==> src/rtl/pipe_ctrl_pkg.sv <==
// Shared pipeline-control definitions: hold levels and bus types.
package pipe_ctrl_pkg;

    typedef logic [2:0]  Hold_Flag_Bus;
    typedef logic [31:0] InstAddrBus;

    localparam Hold_Flag_Bus Hold_None = 3'd0;
    localparam Hold_Flag_Bus Hold_Pc   = 3'd1;
    localparam Hold_Flag_Bus Hold_If   = 3'd2;
    localparam Hold_Flag_Bus Hold_Id   = 3'd3;

    function automatic Hold_Flag_Bus hold_max(input Hold_Flag_Bus a, input Hold_Flag_Bus b);
        return (a > b) ? a : b;
    endfunction

endpackage

==> src/rtl/pipe_ctrl_hold_watchdog.sv <==
// Bus-stall watchdog: counts consecutive bus-hold cycles and pulses once on reaching TIMEOUT.
module hold_watchdog #(
    parameter int unsigned TIMEOUT = 255
) (
    input  logic clk,
    input  logic rst,
    input  logic hold_i,
    output logic timeout_o
);

    localparam logic [7:0] Limit = 8'(TIMEOUT);
    localparam logic [7:0] Last  = 8'(TIMEOUT - 1);

    logic [7:0] cnt_q, cnt_d;

    // Saturates at Limit so the pulse cannot repeat until hold_i drops.
    always_comb begin
        cnt_d = '0;
        if (hold_i) begin
            cnt_d = (cnt_q != Limit) ? cnt_q + 8'd1 : cnt_q;
        end
    end

    always_ff @(posedge clk) begin
        if (rst) begin
            cnt_q <= '0;
        end else begin
            cnt_q <= cnt_d;
        end
    end

    assign timeout_o = !rst && hold_i && (cnt_q == Last);

endmodule

==> src/rtl/pipe_ctrl.sv <==
// Pipeline controller: hold merging, jump/interrupt redirects, drain FSM, bus watchdog.
// Optional perf counters are enabled by defining PIPE_CTRL_PERF_EN.
module pipe_ctrl
    import pipe_ctrl_pkg::*;
#(
    parameter int unsigned FLUSH_CYCLES = 1,
    parameter int unsigned TIMEOUT      = 255
) (
    input  logic         clk,
    input  logic         rst,
    input  logic         jump_flag_i,
    input  InstAddrBus   jump_addr_i,
    input  logic         hold_flag_ex_i,
    input  logic         hold_flag_rib_i,
    input  logic         int_req_i,
    input  InstAddrBus   int_addr_i,
    output logic         int_ack_o,
    output logic         jump_flag_o,
    output InstAddrBus   jump_addr_o,
    output Hold_Flag_Bus hold_flag_o,
`ifdef PIPE_CTRL_PERF_EN
    output logic [31:0]  stall_cnt_o,
    output logic [31:0]  flush_cnt_o,
`endif
    output logic         bus_timeout_o
);

    typedef enum logic [1:0] {
        S_IDLE,
        S_DRAIN,
        S_REDIRECT
    } state_e;

    localparam logic [3:0] FlushLoad = 4'(FLUSH_CYCLES - 1);

    state_e       state_q, state_d;
    logic [3:0]   flush_q, flush_d;
    logic         jump_flag;
    InstAddrBus   jump_addr;
    logic         int_ack;
    Hold_Flag_Bus hold_flag;

    always_ff @(posedge clk) begin
        if (rst) begin
            state_q <= S_IDLE;
        end else begin
            state_q <= state_d;
        end
    end

    always_comb begin
        state_d = state_q;
        unique case (state_q)
            S_IDLE: begin
                if (int_req_i && !jump_flag_i && (flush_q == '0)) state_d = S_DRAIN;
            end
            S_DRAIN: begin
                if (!int_req_i)                        state_d = S_IDLE;
                else if (!hold_flag_ex_i && !jump_flag_i) state_d = S_REDIRECT;
            end
            S_REDIRECT: state_d = S_IDLE;
            default:    state_d = S_IDLE;
        endcase
    end

    always_comb begin
        jump_flag = jump_flag_i;
        jump_addr = jump_flag_i ? jump_addr_i : '0;
        int_ack   = 1'b0;
        if (state_q == S_REDIRECT) begin
            jump_flag = 1'b1;
            jump_addr = int_addr_i;
            int_ack   = 1'b1;
        end

        hold_flag = Hold_None;
        if (hold_flag_rib_i)    hold_flag = hold_max(hold_flag, Hold_Pc);
        if (state_q == S_DRAIN) hold_flag = hold_max(hold_flag, Hold_If);
        if (jump_flag || (flush_q != '0) || hold_flag_ex_i) hold_flag = Hold_Id;
    end

    always_comb begin
        flush_d = '0;
        if (jump_flag)           flush_d = FlushLoad;
        else if (flush_q != '0)  flush_d = flush_q - 4'd1;
    end

    always_ff @(posedge clk) begin
        if (rst) begin
            flush_q <= '0;
        end else begin
            flush_q <= flush_d;
        end
    end

    assign jump_flag_o = rst ? 1'b0 : jump_flag;
    assign jump_addr_o = rst ? '0 : jump_addr;
    assign int_ack_o   = rst ? 1'b0 : int_ack;
    assign hold_flag_o = rst ? Hold_None : hold_flag;

    hold_watchdog #(
        .TIMEOUT(TIMEOUT)
    ) u_watchdog (
        .clk      (clk),
        .rst      (rst),
        .hold_i   (hold_flag_rib_i),
        .timeout_o(bus_timeout_o)
    );

`ifdef PIPE_CTRL_PERF_EN
    logic [31:0] stall_cnt_q, stall_cnt_d;
    logic [31:0] flush_cnt_q, flush_cnt_d;

    always_comb begin
        stall_cnt_d = stall_cnt_q + ((hold_flag_o != Hold_None) ? 32'd1 : 32'd0);
        flush_cnt_d = flush_cnt_q + (jump_flag_o ? 32'd1 : 32'd0);
    end

    always_ff @(posedge clk) begin
        if (rst) begin
            stall_cnt_q <= '0;
            flush_cnt_q <= '0;
        end else begin
            stall_cnt_q <= stall_cnt_d;
            flush_cnt_q <= flush_cnt_d;
        end
    end

    assign stall_cnt_o = stall_cnt_q;
    assign flush_cnt_o = flush_cnt_q;
`endif

endmodule

==> config.mk <==
export PLATFORM = sky130hd
export DESIGN_NAME = pipe_ctrl
export DESIGN_NICKNAME = d
export VERILOG_FILES = /design/src/rtl/pipe_ctrl_pkg.sv /design/src/rtl/pipe_ctrl_hold_watchdog.sv /design/src/rtl/pipe_ctrl.sv
export SDC_FILE = /design/constraint.sdc
export NUM_CORES = 1
export LEC_CHECK = 0
export BUFFER_PORTS_ARGS = -buffer_cell sky130_fd_sc_hd__buf_2
export CORE_MARGIN = 2
export CORE_UTILIZATION = 38
export CTS_CLUSTER_SIZE = 30
export DETAILED_ROUTE_END_ITERATION = 16
export MAX_ROUTING_LAYER = met4
export PLACE_DENSITY_LB_ADDON = 0.25
export SLEW_MARGIN = 10
export SYNTH_ARGS = -nofsm -noshare
export SYNTH_HDL_FRONTEND = slang
export SYNTH_SLANG_ARGS = --single-unit
export TNS_END_PERCENT = 100
==> constraint.sdc <==
create_clock -name clk -period 5.1 [get_ports clk]
set_clock_uncertainty 0.2 [all_clocks]
set_input_delay 0.255 -clock clk [delete_from_list [all_inputs] [get_ports clk]]
set_output_delay 0.255 -clock clk [all_outputs]
set_load 0.005 [all_outputs]
==> flow_summary_export.csv <==
group,metric,value,unit
clock_tree,numCtsBuffers,3,
sta,setup_viol,0,
die,die_width,56.6,um
clock_tree,cts_htree_levels,1,
yosys,synthArstFlopShare,0,%
cells_and_area,mostFrequentLayoutCells,"buf_2, a22o_1, dfxtp_1",
power,leakagePower,0.837,nW
yosys,ys_types,31,
placement,dpl.hpwl,2770,um
worst_setup_path,worst-setup-path-type,"reg2out",
global_routing,grt_start_max_net_pins,34,
global_routing,antenna_found_initial,0,
clock_tree,clockBufferDepth,2,
worst_setup_path,cp_data_arrival_time,2230,ps
clock_tree,ctsResizeCount,0,
die,dieHeight,56.6,um
power,p_per_area,159,mW/mm2
yosys,synth-seq-cells,14,
cells_and_area,antenna_cells,0,
yosys,syn-cell-area,0.00105,mm2
sta,rsz0062_at_grt,"no",
clock_tree,postCtsHoldBufs,0,
yosys,ys_warn_count,0,
detailed_routing,firstDrtPassIters,4,
sta,final_max_slew_viol_count,0,
detailed_routing,wirelength,3380,um
cells_and_area,layout_commonest_cell,"buf_2",
die,start_util,39.1,%
yosys,yosysSeqAreaShare,26.7,%
cells_and_area,nets,298,
yosys,syn_inst,126,
detailed_routing,postRouteAntennaNets,0,
worst_setup_path,critical_path.endpoint_type,"primary output",
die,io_pins,108,
worst_setup_path,critPathMaxFanout,32,
worst_hold_path,min_path_type,"in2reg",
detailed_routing,vias,1327,
clock_tree,cts_tree,"built",
worst_setup_path,cp.required,4640,ps
die,die-area,0.00320,mm2
cells_and_area,nFillCells,272,
power,total_power,0.252,mW
sta,hold_violations,0,
sta,worst_pin_slew,1210,ps
yosys,synth_nets,199,
sta,relSlewSlack,19.4,%
power,ir_worst_vdd,0.206,mV
global_routing,overflow,0,
run_status,status,"finished clean",
yosys,avgSynthCellArea,8.33,um2
detailed_routing,vias_per_cell,5.20,
sta,final.setup.tns,0,ps
die,placementRows,19,
placement,portBuffers,106,
detailed_routing,drtIter0Drc,81,
clock_tree,cts.sinks,14,
clock_tree,clk-insertion-delay-late,270,ps
cells_and_area,drive_gt1_share,51.3,%
job,maxCapViolCount,0,
sta,fmax,373,MHz
cells_and_area,area_growth,51.4,%
yosys,synth_flop_cell,"dfxtp_1",
sta,finalCritPeriodShare,52.6,%
clock_tree,clkSlewWorstSetupHoldPaths,80,ps
sta,layout_min_cycle_time,2680,ps
detailed_routing,wl_per_cell,13.2,um
global_routing,grt_pass1_wl,5350,um
clock_tree,root_buffer,"clkbuf_4",
die,core_area,0.00269,mm2
placement,place.gp.congestion,0.795,
global_routing,grt_pass1_vias,1208,
clock_tree,post-cts-setup-buffers,0,
detailed_routing,drc,0,
yosys,synth_edf_count,0,
global_routing,grt.total_usage,21.1,%
worst_setup_path,cp-start-kind,"flop",
==> power by group <==
group | switching, mW | internal (mW)
clock | 0.0343 | 0.0434
sequential | 0.00151 | 0.110
combinational | 0.0257 | 0.0370
total | 0.0614 | 0.191
==> final timing paths <==
path | start | endpoint | slack, ps | cells past startpoint
worst max register to register | u_watchdog.cnt_q[0]$_SDFFE_PN0P_ | u_watchdog.cnt_q[7]$_SDFFE_PN0P_ | 3390 | 4
worst min-delay path | rst | state_q[0]$_SDFFE_PP0P_ | 50 | 2
worst min register to register | flush_q[0]$_SDFF_PP0_ | flush_q[0]$_SDFF_PP0_ | 250 | 1
worst max-delay path | state_q[0]$_SDFFE_PP0P_ | jump_addr_o[27] | 2420 | 4
==> logic make-up (layout without fill, tap and decap cells) <==
logic type / after synthesis / count (layout) / share of synthesized area [%]
compound gates: 52 / 52 / 38.4
xor+xnor: 4 / 4 / 3.34
fa+ha+maj: 3 / 3 / 3.58
buf+inv: 17 / 115 / 8.34
flops: 14 / 14 / 26.7
other cells: 1 / 1 / 0.357
simple gates: 35 / 35 / 19.3
==> registers in the layout (all words and copies together) (netlist names) <==
signal            flops
flush_q               4
state_q               2
u_watchdog.cnt_q      8
==> synth_stat cells (2+ instances only) <==
master    instances  area, um2
xnor2_1           4       35.0
nor3_1            6       30.0
nor2_1            6       22.5
buf_2             7       35.0
nand3_1           5       25.0
nand4_1           2       12.5
buf_4             4       30.0
ha_1              3       37.5
a21oi_1           5       25.0
nand2b_1          4       25.0
a22o_1           32        280
dfxtp_1          14        280
inv_1             5       18.8
o21ai_0           6       30.0
a211oi_1          2       15.0
nand2_1           3       11.3
a31oi_1           4       25.0
==> final cells by class <==
type	instances	area, um2	share of cell area, %
clock buffers	4	36.3	2.28
repair buffers	106	531	33.4
inverters	5	18.8	1.18
flip-flops and latches	14	280	17.6
multi-input cells	95	684	43.1
well taps	31	38.8	2.44
==> metrics by stage <==
| stage | setup slack (ps) | instances | hold WS (ps) | utilization [%] | cell area [um2] |
|---|---|---|---|---|---|
| 2_1_floorplan | 3440 | 126 | 212 | - | 1050 |
| 6_report | 2420 | 255 | 53.5 | 59.2 | 1590 |
| 4_1_cts | 2400 | 255 | 46.6 | 59.2 | 1590 |
| 5_1_grt | 2190 | 255 | 58.8 | 59.2 | 1590 |
| 3_5_place_dp | 2710 | 251 | 239 | 57.8 | 1550 |
| 3_3_place_gp | 2740 | 251 | 232 | 57.8 | 1550 |
==> critical path, stage by stage, from the launching register on <==
cell and delay, ps:
dfxtp_1 390, nand2b_1 220, nor2b_2 950, a22o_1 270
buf_2 120
==> routing by layer <==
layer	GRT usage, %	vias to the layer above	part of all wire, %
met5	-	-	0
met4	5.44	0	0.36
met3	4.84	2	8.0
met2	38.7	48	50
met1	22.7	598	41
li1	-	679	-
Power figures use the tool's default switching activity.
